<file path="src/rtl/pipeline_ctrl_pkg.sv">
// Shared definitions for the pipeline hazard/sequencing controller.
// FSM encodings and state width used by pipeline_ctrl and its debug port.
package pipeline_ctrl_pkg;

    localparam int CTRL_STATE_W = 2;

    typedef enum logic [CTRL_STATE_W-1:0] {
        CTRL_RUN      = 2'd0,
        CTRL_MEM_WAIT = 2'd1,
        CTRL_FLUSH    = 2'd2,
        CTRL_ILLEGAL  = 2'd3
    } ctrl_state_e;

endpackage

</file>
<file path="src/rtl/pipeline_ctrl_hazard_detect.sv">
// Combinational load-use comparator: the ID instruction reads a register
// that the load currently in EX has not yet written back.
module pipeline_ctrl_hazard_detect #(
    parameter int REG_ADDR_W = 5
) (
    input  logic [REG_ADDR_W-1:0] id_rs,
    input  logic [REG_ADDR_W-1:0] id_rt,
    input  logic                  id_rs_read_en,
    input  logic                  id_rt_read_en,
    input  logic                  ex_mem_read_en,
    input  logic [REG_ADDR_W-1:0] ex_reg_write_addr,
    output logic                  lu
);

    logic rs_hit_s;
    logic rt_hit_s;
    logic dest_live_s;

    // $0 is hardwired to zero, so a load targeting it never creates a hazard
    assign dest_live_s = ex_mem_read_en && (ex_reg_write_addr != {REG_ADDR_W{1'b0}});
    assign rs_hit_s    = id_rs_read_en && (id_rs == ex_reg_write_addr);
    assign rt_hit_s    = id_rt_read_en && (id_rt == ex_reg_write_addr);
    assign lu          = dest_live_s && (rs_hit_s || rt_hit_s);

endmodule

</file>
<file path="src/rtl/pipeline_ctrl.sv">
// Hazard and sequencing controller for the 5-stage pipeline: load-use stalls,
// redirect squashing and memory waits. Optional perf counters: PIPE_PERF_CNT_EN.
module pipeline_ctrl
    import pipeline_ctrl_pkg::*;
#(
    parameter int REG_ADDR_W     = 5,
    parameter int BRANCH_PENALTY = 2,
    parameter int MAX_MEM_WAIT   = 15
`ifdef PIPE_PERF_CNT_EN
    ,
    parameter int CNT_W          = 32
`endif
) (
    input  logic                    clk,
    input  logic                    rst,
    input  logic [REG_ADDR_W-1:0]   id_rs,
    input  logic [REG_ADDR_W-1:0]   id_rt,
    input  logic                    id_rs_read_en,
    input  logic                    id_rt_read_en,
    input  logic                    ex_mem_read_en,
    input  logic [REG_ADDR_W-1:0]   ex_reg_write_addr,
    input  logic                    ex_redirect,
    input  logic                    mem_req,
    input  logic                    mem_ready,
    output logic                    stall_if,
    output logic                    stall_id,
    output logic                    stall_ex,
    output logic                    stall_mem,
    output logic                    bubble_id,
    output logic                    bubble_ex,
    output logic                    bubble_wb,
    output logic                    mem_timeout,
    output logic [CTRL_STATE_W-1:0] ctrl_state
`ifdef PIPE_PERF_CNT_EN
    ,
    output logic [CNT_W-1:0]        perf_lu_stalls,
    output logic [CNT_W-1:0]        perf_flush_cycles,
    output logic [CNT_W-1:0]        perf_mem_wait_cycles
`endif
);

    localparam int                WAIT_W     = $clog2(MAX_MEM_WAIT + 1);
    localparam logic [1:0]        FLUSH_LOAD = 2'(BRANCH_PENALTY - 1);
    localparam logic [WAIT_W-1:0] WAIT_MAX   = WAIT_W'(MAX_MEM_WAIT);
    localparam logic [WAIT_W-1:0] WAIT_ONE   = WAIT_W'(1);

    ctrl_state_e       state_r;
    ctrl_state_e       state_nxt_s;
    ctrl_state_e       ret_state_r;
    ctrl_state_e       ret_state_nxt_s;
    logic [1:0]        flush_cnt_r;
    logic [1:0]        flush_cnt_nxt_s;
    logic [WAIT_W-1:0] wait_cnt_r;
    logic [WAIT_W-1:0] wait_cnt_nxt_s;
    logic              mem_timeout_r;
    logic              lu_s;
    logic              mem_stall_s;
    logic              lu_stall_s;
    logic              sq_id_s;
    logic              sq_ex_s;

    pipeline_ctrl_hazard_detect #(
        .REG_ADDR_W (REG_ADDR_W)
    ) u_hazard_detect (
        .id_rs             (id_rs),
        .id_rt             (id_rt),
        .id_rs_read_en     (id_rs_read_en),
        .id_rt_read_en     (id_rt_read_en),
        .ex_mem_read_en    (ex_mem_read_en),
        .ex_reg_write_addr (ex_reg_write_addr),
        .lu                (lu_s)
    );

    // Next-state and per-cycle event decode; memory wait outranks redirect outranks load-use
    always_comb begin
        state_nxt_s     = state_r;
        ret_state_nxt_s = ret_state_r;
        flush_cnt_nxt_s = flush_cnt_r;
        wait_cnt_nxt_s  = wait_cnt_r;
        mem_stall_s     = 1'b0;
        lu_stall_s      = 1'b0;
        sq_id_s         = 1'b0;
        sq_ex_s         = 1'b0;
        case (state_r)
            CTRL_RUN, CTRL_FLUSH: begin
                if (mem_req && !mem_ready) begin
                    mem_stall_s     = 1'b1;
                    wait_cnt_nxt_s  = WAIT_ONE;
                    ret_state_nxt_s = state_r;
                    state_nxt_s     = CTRL_MEM_WAIT;
                end else if (ex_redirect) begin
                    sq_id_s         = 1'b1;
                    sq_ex_s         = 1'b1;
                    flush_cnt_nxt_s = FLUSH_LOAD;
                    if (FLUSH_LOAD != 2'd0) begin
                        state_nxt_s = CTRL_FLUSH;
                    end else begin
                        state_nxt_s = CTRL_RUN;
                    end
                end else if (state_r == CTRL_FLUSH) begin
                    // Squashed ID instruction cannot cause a load-use stall
                    sq_id_s = 1'b1;
                    if (flush_cnt_r <= 2'd1) begin
                        flush_cnt_nxt_s = 2'd0;
                        state_nxt_s     = CTRL_RUN;
                    end else begin
                        flush_cnt_nxt_s = flush_cnt_r - 2'd1;
                        state_nxt_s     = CTRL_FLUSH;
                    end
                end else if (lu_s) begin
                    lu_stall_s = 1'b1;
                end else begin
                    state_nxt_s = CTRL_RUN;
                end
            end
            CTRL_MEM_WAIT: begin
                mem_stall_s = 1'b1;
                if (mem_ready) begin
                    wait_cnt_nxt_s = {WAIT_W{1'b0}};
                    state_nxt_s    = ret_state_r;
                end else if (wait_cnt_r != WAIT_MAX) begin
                    wait_cnt_nxt_s = wait_cnt_r + WAIT_ONE;
                end else begin
                    wait_cnt_nxt_s = wait_cnt_r;
                end
            end
            default: begin
                state_nxt_s     = CTRL_RUN;
                ret_state_nxt_s = CTRL_RUN;
                flush_cnt_nxt_s = 2'd0;
                wait_cnt_nxt_s  = {WAIT_W{1'b0}};
            end
        endcase
    end

    // State, counters and the sticky timeout flag
    always_ff @(posedge clk or negedge rst) begin
        if (!rst) begin
            state_r       <= CTRL_RUN;
            ret_state_r   <= CTRL_RUN;
            flush_cnt_r   <= 2'd0;
            wait_cnt_r    <= {WAIT_W{1'b0}};
            mem_timeout_r <= 1'b0;
        end else begin
            state_r       <= state_nxt_s;
            ret_state_r   <= ret_state_nxt_s;
            flush_cnt_r   <= flush_cnt_nxt_s;
            wait_cnt_r    <= wait_cnt_nxt_s;
            mem_timeout_r <= mem_timeout_r || (wait_cnt_nxt_s == WAIT_MAX);
        end
    end

    // Reset holds the stage registers loading NOPs so the pipe comes up flushed
    assign stall_if    = rst && (mem_stall_s || lu_stall_s);
    assign stall_id    = rst && (mem_stall_s || lu_stall_s);
    assign stall_ex    = rst && mem_stall_s;
    assign stall_mem   = rst && mem_stall_s;
    assign bubble_id   = !rst || sq_id_s;
    assign bubble_ex   = !rst || sq_ex_s || lu_stall_s;
    assign bubble_wb   = !rst || mem_stall_s;
    assign mem_timeout = mem_timeout_r;
    assign ctrl_state  = state_r;

`ifdef PIPE_PERF_CNT_EN
    logic [CNT_W-1:0] perf_lu_r;
    logic [CNT_W-1:0] perf_flush_r;
    logic [CNT_W-1:0] perf_mem_r;

    // Free-running event counters, wrapping naturally at 2^CNT_W
    always_ff @(posedge clk or negedge rst) begin
        if (!rst) begin
            perf_lu_r    <= {CNT_W{1'b0}};
            perf_flush_r <= {CNT_W{1'b0}};
            perf_mem_r   <= {CNT_W{1'b0}};
        end else begin
            perf_lu_r    <= perf_lu_r + CNT_W'(lu_stall_s);
            perf_flush_r <= perf_flush_r + CNT_W'(state_r == CTRL_FLUSH);
            perf_mem_r   <= perf_mem_r + CNT_W'(mem_stall_s);
        end
    end

    assign perf_lu_stalls       = perf_lu_r;
    assign perf_flush_cycles    = perf_flush_r;
    assign perf_mem_wait_cycles = perf_mem_r;
`endif

endmodule

</file>
<file path="config.mk">
export PLATFORM = sky130hd
export DESIGN_NAME = pipeline_ctrl
export DESIGN_NICKNAME = d
export VERILOG_FILES = /design/src/rtl/pipeline_ctrl_pkg.sv /design/src/rtl/pipeline_ctrl_hazard_detect.sv /design/src/rtl/pipeline_ctrl.sv
export SDC_FILE = /design/constraint.sdc
export NUM_CORES = 1
export LEC_CHECK = 0
export BUFFER_PORTS_ARGS = -buffer_cell sky130_fd_sc_hd__buf_4
export CAP_MARGIN = 0
export CORE_MARGIN = 2
export CORE_UTILIZATION = 40
export CTS_BUF_LIST = sky130_fd_sc_hd__clkbuf_16
export DETAILED_ROUTE_END_ITERATION = 10
export PLACE_DENSITY = 0.72
export SETUP_SLACK_MARGIN = 0.05
export SYNTH_ARGS = -nofsm -noshare
export SYNTH_HDL_FRONTEND = slang
export SYNTH_SLANG_ARGS = --single-unit
</file>
<file path="constraint.sdc">
create_clock -name clk -period 5 [get_ports clk]
set_input_delay 1 -clock clk [delete_from_list [all_inputs] [get_ports clk]]
set_output_delay 1 -clock clk [all_outputs]
set_load 0.05 [all_outputs]
</file>
==> impl_metrics.ini, run 1 <==
[outcome]
status = complete, no violations

[placement]
hpwl_mm = 1.37
place_inst = 134
port-buffer-count = 32
placed_area_mm2 = 0.00101
gp_congestion = 0.717

[synthesis]
syn-num-nets = 105
synthArstFlopShare_pct = 100
synth_cells = 81
ys_ff_latch = 11
synthFlopType = dfrtp_1
synth_cell_types = 32
avgSynthCellArea_um2 = 9.55
synth-edff-count = 0
ys_seq_area_share_pct = 35.6
syn_area_um2 = 773
ys_warn_count = 0

[sta]
final.min_clock_period_ns = 3.26
relSlewSlack_pct = 72.5
setup-violations-final = 0
finalSetupTns_ns = 0
clock.fmax_mhz = 307
grt_setup_unrepaired = no
hold_violations = 0
drv_slew = 0
worst_slew_pin_slew_ns = 0.412
fin_worst_skew_ns = 0.00139
period_share_pct = 65.2

[grt]
grt_pass1_wl_mm = 2.70
overflow = 0
grt_pass1_vias = 618
grt_util_all_layers_pct = 17.4
grt_max_degree = 17
grt_antenna_before_repair = 0

[hold_path]
hp-class = flop to flop

[drt]
dr_wl_met2_um = 805
dr.max_layer_used = met4
wl_per_cell_um = 12.6
wl_met3_um = 99
drc = 0
firstDrtPassIters = 1
vias_per_cell = 5.03
ant_nets = 0
via_count = 694
drtIter0Drc = 0
wl_met1_um = 806
wl_mm = 1.74

[final_layout]
final_cell_count_no_fill = 138
ff_latch_area_um2 = 275
layout-drive-gt1-share_pct = 36.3
fin_area_mm2 = 0.00109
fillers = 178
final_nets = 138
multiInputGateArea_um2 = 457
antenna_cells = 0
syn_to_final_growth_pct = 40.5

[worst_setup_path]
end_kind = output port
cp-start-kind = input pin
cp.arrival_ns = 2.26
critPathMaxFanout = 3
worstSetupPathType = input pin to output port
cp.required_ns = 4.00

[floorplanning]
die-area_mm2 = 0.00230
rows = 15
ios = 33
die_h_um = 48.0
fp.dieW_um = 48.0
start_util_pct = 43.8
core_area_mm2 = 0.00176

[power_and_ir_drop]
ir_worst_vdd_v = 0.000220
p_leak_nw = 0.547
power.density_mw_per_mm2 = 335

[clock_network]
clkSinkCount = 11
tritoncts = yes
hold_buffers = 0
h-tree-depth = 1
cts_setup_buffers = 0
clk_path_buf_depth = 2
insertion_delay_ns = 0.24
cts_resized = 0
cts.clk_slew.worst_paths_ns = 0.04
cts_buffers = 3
cts-root-buf = clkbuf_16

[run]
drv_cap = 0
## registers in the layout, summed over array words and instances, names as in the netlist
register and flops:
ctrl_state 2, flush_cnt_r 2, mem_timeout 1, wait_cnt_r 4
ret_state_r 2
## placed cells by master (no fill, tap or decap), drive strengths merged, types with 2 or more instances in the layout
cell type / synthesis / final
a21oi: 6 / 6
and3: 2 / 2
buf: 4 / 32
clkbuf: 0 / 3
dfrtp: 11 / 11
inv: 1 / 2
nand2: 6 / 6
nand2b: 3 / 3
nand3: 5 / 5
nor2: 5 / 5
nor2b: 2 / 2
nor4: 2 / 2
o211a: 2 / 2
o21ai: 6 / 6
o22ai: 2 / 2
xnor2: 3 / 3
xor2: 8 / 8
## power breakdown
group          internal (W)  total, W  leakage [nW]  switching [W]
Sequential        0.0000993  0.000113         0.145      0.0000134
Clock              0.000105  0.000146        0.0423      0.0000407
Combinational     0.0000436  0.000105         0.360      0.0000614
## synth_stat cells, drive strengths merged (2+ instances only)
master / number / area (um2)
xor2: 8 / 70.1
nand2b: 3 / 41.3
nor2: 5 / 26.3
a21oi: 6 / 30.0
and3: 2 / 12.5
nor2b: 2 / 12.5
nand2: 6 / 22.5
nand3: 5 / 25.0
buf: 4 / 37.5
o22ai: 2 / 12.5
xnor2: 3 / 26.3
dfrtp: 11 / 275
o21ai: 6 / 30.0
nor4: 2 / 12.5
o211a: 2 / 20.0
## layer usage
layer,up-vias,global-route usage (%)
met2,20,26.7
met1,313,22.7
li1,358,-
met5,-,0
met3,3,4.53
met4,0,8.11
## through the flow
stage / hold WS, ns / util, % / worst slack, ns / total power, W
6_report: 0.465 / 61.6 / 1.74 / 0.000363
2_1_floorplan: 0.449 / - / 1.21 / 0.000185
3_5_place_dp: 0.459 / 57.1 / 1.73 / 0.000219
4_1_cts: 0.471 / 61.6 / 1.72 / 0.000368
5_1_grt: 0.514 / 61.6 / 1.63 / 0.000382
3_3_place_gp: 0.457 / 57.1 / 1.77 / 0.000217
## worst max-delay path, cell delays in order
cell and delay [ns]:
buf_4 0.12, xor2_1 0.15, nor4_1 0.27, nand3_1 0.11
a21o_1 0.20, a21boi_1 0.17, buf_4 0.23
## worst paths after layout
| path | cells past startpoint | to | startpoint | slack, ns |
|---|---|---|---|---|
| min in group asynchronous | 1 | ctrl_state[0] | rst | 0.60 |
| min reg2reg | 1 | mem_timeout | mem_timeout | 0.47 |
| max reg2reg | 5 | mem_timeout | ctrl_state[1] | 3.49 |
| min | 1 | mem_timeout | mem_timeout | 0.47 |
| max in group asynchronous | 1 | ctrl_state[1] | rst | 4.23 |
| max | 7 | stall_id | ex_reg_write_addr[4] | 1.74 |
## final cells by class
| cell class | count | area share, % |
|---|---|---|
| tap | 25 | 2.88 |
| timing repair buffer | 32 | 22.1 |
| multi-input combinational | 65 | 42.1 |
| inverter | 1 | 0.346 |
| sequential | 11 | 25.3 |
| clock inverter | 1 | 0.346 |
| clock buffer | 3 | 6.91 |
## cells by family after synthesis
family | share of synthesized area (%)
xor gates and xnor gates | 12.5
muxes | 1.29
DFF | 35.6
buffers and inverters | 5.34
adders and majority gates | 1.62
and+or+nand+nor | 22.5
AOI/OAI and AO/OA | 21.2
Power figures use the tool's default switching activity.
==> inputs of run 2 (changes only) <==
PLACE_DENSITY = 0.75   (was 0.72)
clock period = 2.9 ns   (was 5 ns; I/O delays follow)
==> impl_metrics.ini, run 2 (synthesis gave the netlist of run 1 again) <==
[hold_path]
hp-class = input pin to asynchronous set/reset pin

[worst_setup_path]
worst-r2r-setup-slack_ns = 1.39
setup.worst_path.end = bubble_ex
slowest_stage = or4_1
crit_top_cell = buf_4
cp.depth = 6
cp.arrival_ns = 1.85
r2r-end = mem_timeout
worstSetupPathType = input pin to output port
cp-start-kind = input pin
worstPathCellList = buf_4 -> or4_1 -> o2111ai_1 -> a21o_1 -> nand3_1 -> buf_4
end_kind = output port
r2r_cells = 5
cp.required_ns = 2.32
rr_startpoint = ctrl_state[1]
critPathMaxFanout = 3
critPathLaunch = ex_reg_write_addr[1]
critPathTopFamily = simple AND/OR/NAND/NOR gates
max_stage_delay_ns = 0.53
crit_buf_inv = 2

[drt]
drtIter0Drc = 11
ant_nets = 0
wl_mm = 1.82
via_count = 711
drc = 0
wl_per_cell_um = 13.2
vias_per_cell = 5.15
firstDrtPassIters = 4

[floorplanning]
die-area_mm2 = 0.00230
rows = 15
start_util_pct = 43.8
die_h_um = 48.0
fp.dieW_um = 48.0
core_area_mm2 = 0.00176
ios = 33

[grt]
grt_util_all_layers_pct = 16.6
grt_pass1_vias = 658
grt_max_degree = 17
overflow = 0
grt_pass1_wl_mm = 2.62
grt_antenna_before_repair = 0

[sta]
fin_worst_skew_ns = 0.00104
finalSetupTns_ns = 0
clock.fmax_mhz = 411
relSlewSlack_pct = 72.0
hold_violations = 0
whs_ns = 0.182
grt_setup_unrepaired = no
worst_slew_pin_slew_ns = 0.419
drv_slew = 0
period_share_pct = 83.9
final.min_clock_period_ns = 2.43
setup-violations-final = 0

[clock_network]
cts_setup_buffers = 0
cts-root-buf = clkbuf_16
h-tree-depth = 1
tritoncts = yes
cts.clk_slew.worst_paths_ns = 0.04
hold_buffers = 0
insertion_delay_ns = 0.24
cts_buffers = 3
clk_path_buf_depth = 2
cts_resized = 0
clkSinkCount = 11

[power_and_ir_drop]
power.density_mw_per_mm2 = 572
p_leak_nw = 0.547
ir_worst_vdd_v = 0.000365

[final_layout]
syn_to_final_growth_pct = 40.9
final_cell_count_no_fill = 138
regMostFlops = wait_cnt_r
final_cell_mix = 32 x buf_4, 11 x dfrtp_1, 8 x xor2_1
antenna_cells = 0
final_nets = 138
final_common_cell = buf_4
layout-drive-gt1-share_pct = 37.2
largest_reg_flops = 4

[run]
drv_cap = 0

[placement]
gp_congestion = 0.850
port-buffer-count = 32
hpwl_mm = 1.46
place_inst = 134

[outcome]
status = complete, no violations
[run 2: cell counts in the layout (fill, tap and decap cells not counted)]
Identical to the previous run, type by type.
[run 2: metrics by stage]
stage / cell area [um2] / total power [W] / utilization, % / worst slack (ns)
floorplan: 777 / 0.000320 / - / 0.232
global placement: 1010 / 0.000374 / 57.3 / 0.469
detailed placement: 1010 / 0.000379 / 57.3 / 0.447
CTS: 1090 / 0.000629 / 61.8 / 0.442
global route: 1090 / 0.000652 / 61.8 / 0.404
finish: 1090 / 0.000623 / 61.8 / 0.467
[run 2: worst min path at each step]
stage               from              to  slack [ns]  cells past startpoint
finish               rst   ctrl_state[0]        0.18                      1
global route         rst   ctrl_state[0]        0.19                      1
CTS                  rst  ret_state_r[0]        0.19                      1
detailed placement   rst   ctrl_state[0]        0.44                      1
global placement     rst   ctrl_state[0]        0.44                      1
floorplan            rst   ctrl_state[0]        0.28                      0
[run 2: area by class of cell]
cell class | count | area, um2
Fill cell | 163 | 674
Multi-Input combinational cell | 65 | 460
Sequential cell | 11 | 275
Timing Repair Buffer | 32 | 240
Clock buffer | 3 | 75.1
Tap cell | 25 | 31.3
Clock inverter | 1 | 3.75
Inverter | 1 | 3.75
[run 2: power breakdown]
part           leakage (nW)  internal [W]  switching [W]
sequential            0.145      0.000171      0.0000222
combinational         0.360     0.0000755       0.000106
clock                0.0423      0.000181      0.0000668
[run 2: routing by layer]
| metal | GRT usage [%] | up-vias | part of all wire (%) |
|---|---|---|---|
| met5 | 0 | - | 0 |
| met4 | 4.86 | 0 | 1.1 |
| met3 | 6.04 | 2 | 9.4 |
| met2 | 30.4 | 27 | 48 |
| met1 | 17.7 | 323 | 41 |
| li1 | - | 359 | - |
[run 2: worst register-to-register path: cells and delay by family, from the launching register on]
| kind | cells | cell delay [ns] |
|---|---|---|
| AO/OA/AOI/OAI | 3 | 0.51 |
| flip-flops | 1 | 0.54 |
| AND/OR/NAND/NOR | 2 | 0.35 |
==> inputs of run 3 (changes only) <==
PLACE_DENSITY = 0.72   (was 0.75)
clock period = 2.5 ns   (was 2.9 ns; I/O delays follow)
==> impl_metrics.ini, run 3 (synthesis gave the netlist of run 1 again) <==
[outcome]
status = complete, no violations

[worst_setup_path]
cp.arrival_ns = 1.74
cp-start-kind = input pin
critPathMaxFanout = 3
critPathLaunch = ex_reg_write_addr[1]
worstSetupPathType = input pin to output port
end_kind = output port
cp.required_ns = 2.00
rr_startpoint = ctrl_state[1]

[final_layout]
final_cell_count_no_fill = 139
antenna_cells = 0
fillers = 161
largest_reg_flops = 4
syn_to_final_growth_pct = 41.9
layout-drive-gt1-share_pct = 37.7
regMostFlops = wait_cnt_r
final_common_cell = buf_4
final_nets = 139
post-route-util_pct = 62.2
fin_area_mm2 = 0.00110
final_cell_mix = 33 x buf_4, 11 x dfrtp_1, 8 x xor2_1

[clock_network]
cts_resized = 0
h-tree-depth = 1
insertion_delay_ns = 0.24
tritoncts = yes
clkSinkCount = 11
cts_buffers = 3
cts_setup_buffers = 0
clk_path_buf_depth = 2
hold_buffers = 0
cts.clk_slew.worst_paths_ns = 0.04
cts-root-buf = clkbuf_16

[floorplanning]
die_h_um = 48.0
fp.dieW_um = 48.0
rows = 15
ios = 33
core_area_mm2 = 0.00176
die-area_mm2 = 0.00230
start_util_pct = 43.8

[grt]
grt_max_degree = 17
grt_util_all_layers_pct = 18.2
overflow = 0
grt_antenna_before_repair = 0
grt_pass1_vias = 664
grt_pass1_wl_mm = 2.86

[power_and_ir_drop]
p_leak_nw = 0.553
finalPower_w = 0.000723
ir_worst_vdd_v = 0.000483
power.density_mw_per_mm2 = 659

[placement]
place_inst = 135
place_ws_ns = 0.242
gp_congestion = 0.778
placed_area_mm2 = 0.00102
port-buffer-count = 32
hpwl_mm = 1.41

[drt]
firstDrtPassIters = 4
drc = 0
wl_mm = 1.78
drtIter0Drc = 7
vias_per_cell = 5.22
ant_nets = 0
wl_per_cell_um = 12.8
via_count = 726

[sta]
hold_violations = 0
drv_slew = 0
period_share_pct = 89.7
final.min_clock_period_ns = 2.24
setup-violations-final = 0
fin_worst_skew_ns = 0.00175
finalWorstSetupSlack_ns = 0.257
worst_slew_pin_slew_ns = 0.329
relSlewSlack_pct = 78.1
grt_setup_unrepaired = no
clock.fmax_mhz = 446

[hold_path]
hp-class = input pin to asynchronous set/reset pin

[run]
drv_cap = 0
run 3: where the power goes:
part / switching (W) / internal (W)
registers: 0.0000196 / 0.000199
logic: 0.000131 / 0.0000902
clock network: 0.0000748 / 0.000210
total: 0.000225 / 0.000498
run 3: final timing paths:
kind,endpoint,slack (ns),cells past startpoint
min in group clk,mem_timeout,0.47,1
worst max-delay path,bubble_ex,0.26,6
worst min register to register,mem_timeout,0.47,1
max in group asynchronous,wait_cnt_r[2],2.23,1
worst max register to register,mem_timeout,0.99,5
worst min-delay path,ret_state_r[0],0.10,1
run 3: critical path: stages:
cell,delay (ns)
buf_4,0.12
or4_1,0.51
o2111ai_1,0.18
a21o_1,0.14
nand3_1,0.09
buf_4,0.20
run 3: area by class of cell:
type	instances	area, um2	share of cell area (%)
clock inverters	1	3.75	0.342
inverters	1	3.75	0.342
flip-flops and latches	11	275	25.1
multi-input cells	65	460	42.0
repair buffers	33	248	22.6
clock buffers	3	75.1	6.84
well taps	25	31.3	2.85
run 3: through the flow:
stage | hold WS, ns | TNS (ns)
2_1_floorplan | 0.204 | -0.0847
6_report | 0.104 | 0
3_5_place_dp | 0.358 | 0
5_1_grt | 0.117 | 0
3_3_place_gp | 0.355 | 0
4_1_cts | 0.106 | 0
run 3: per-layer routing:
metal | share of wire, % | vias up | GRT usage (%) | wire [um]
li1 | - | 358 | - | -
met1 | 42 | 342 | 22.1 | 745
met2 | 52 | 22 | 30.4 | 915
met3 | 4.9 | 4 | 4.53 | 87
met4 | 1.5 | 0 | 8.11 | 27
met5 | 0 | - | 0 | 0
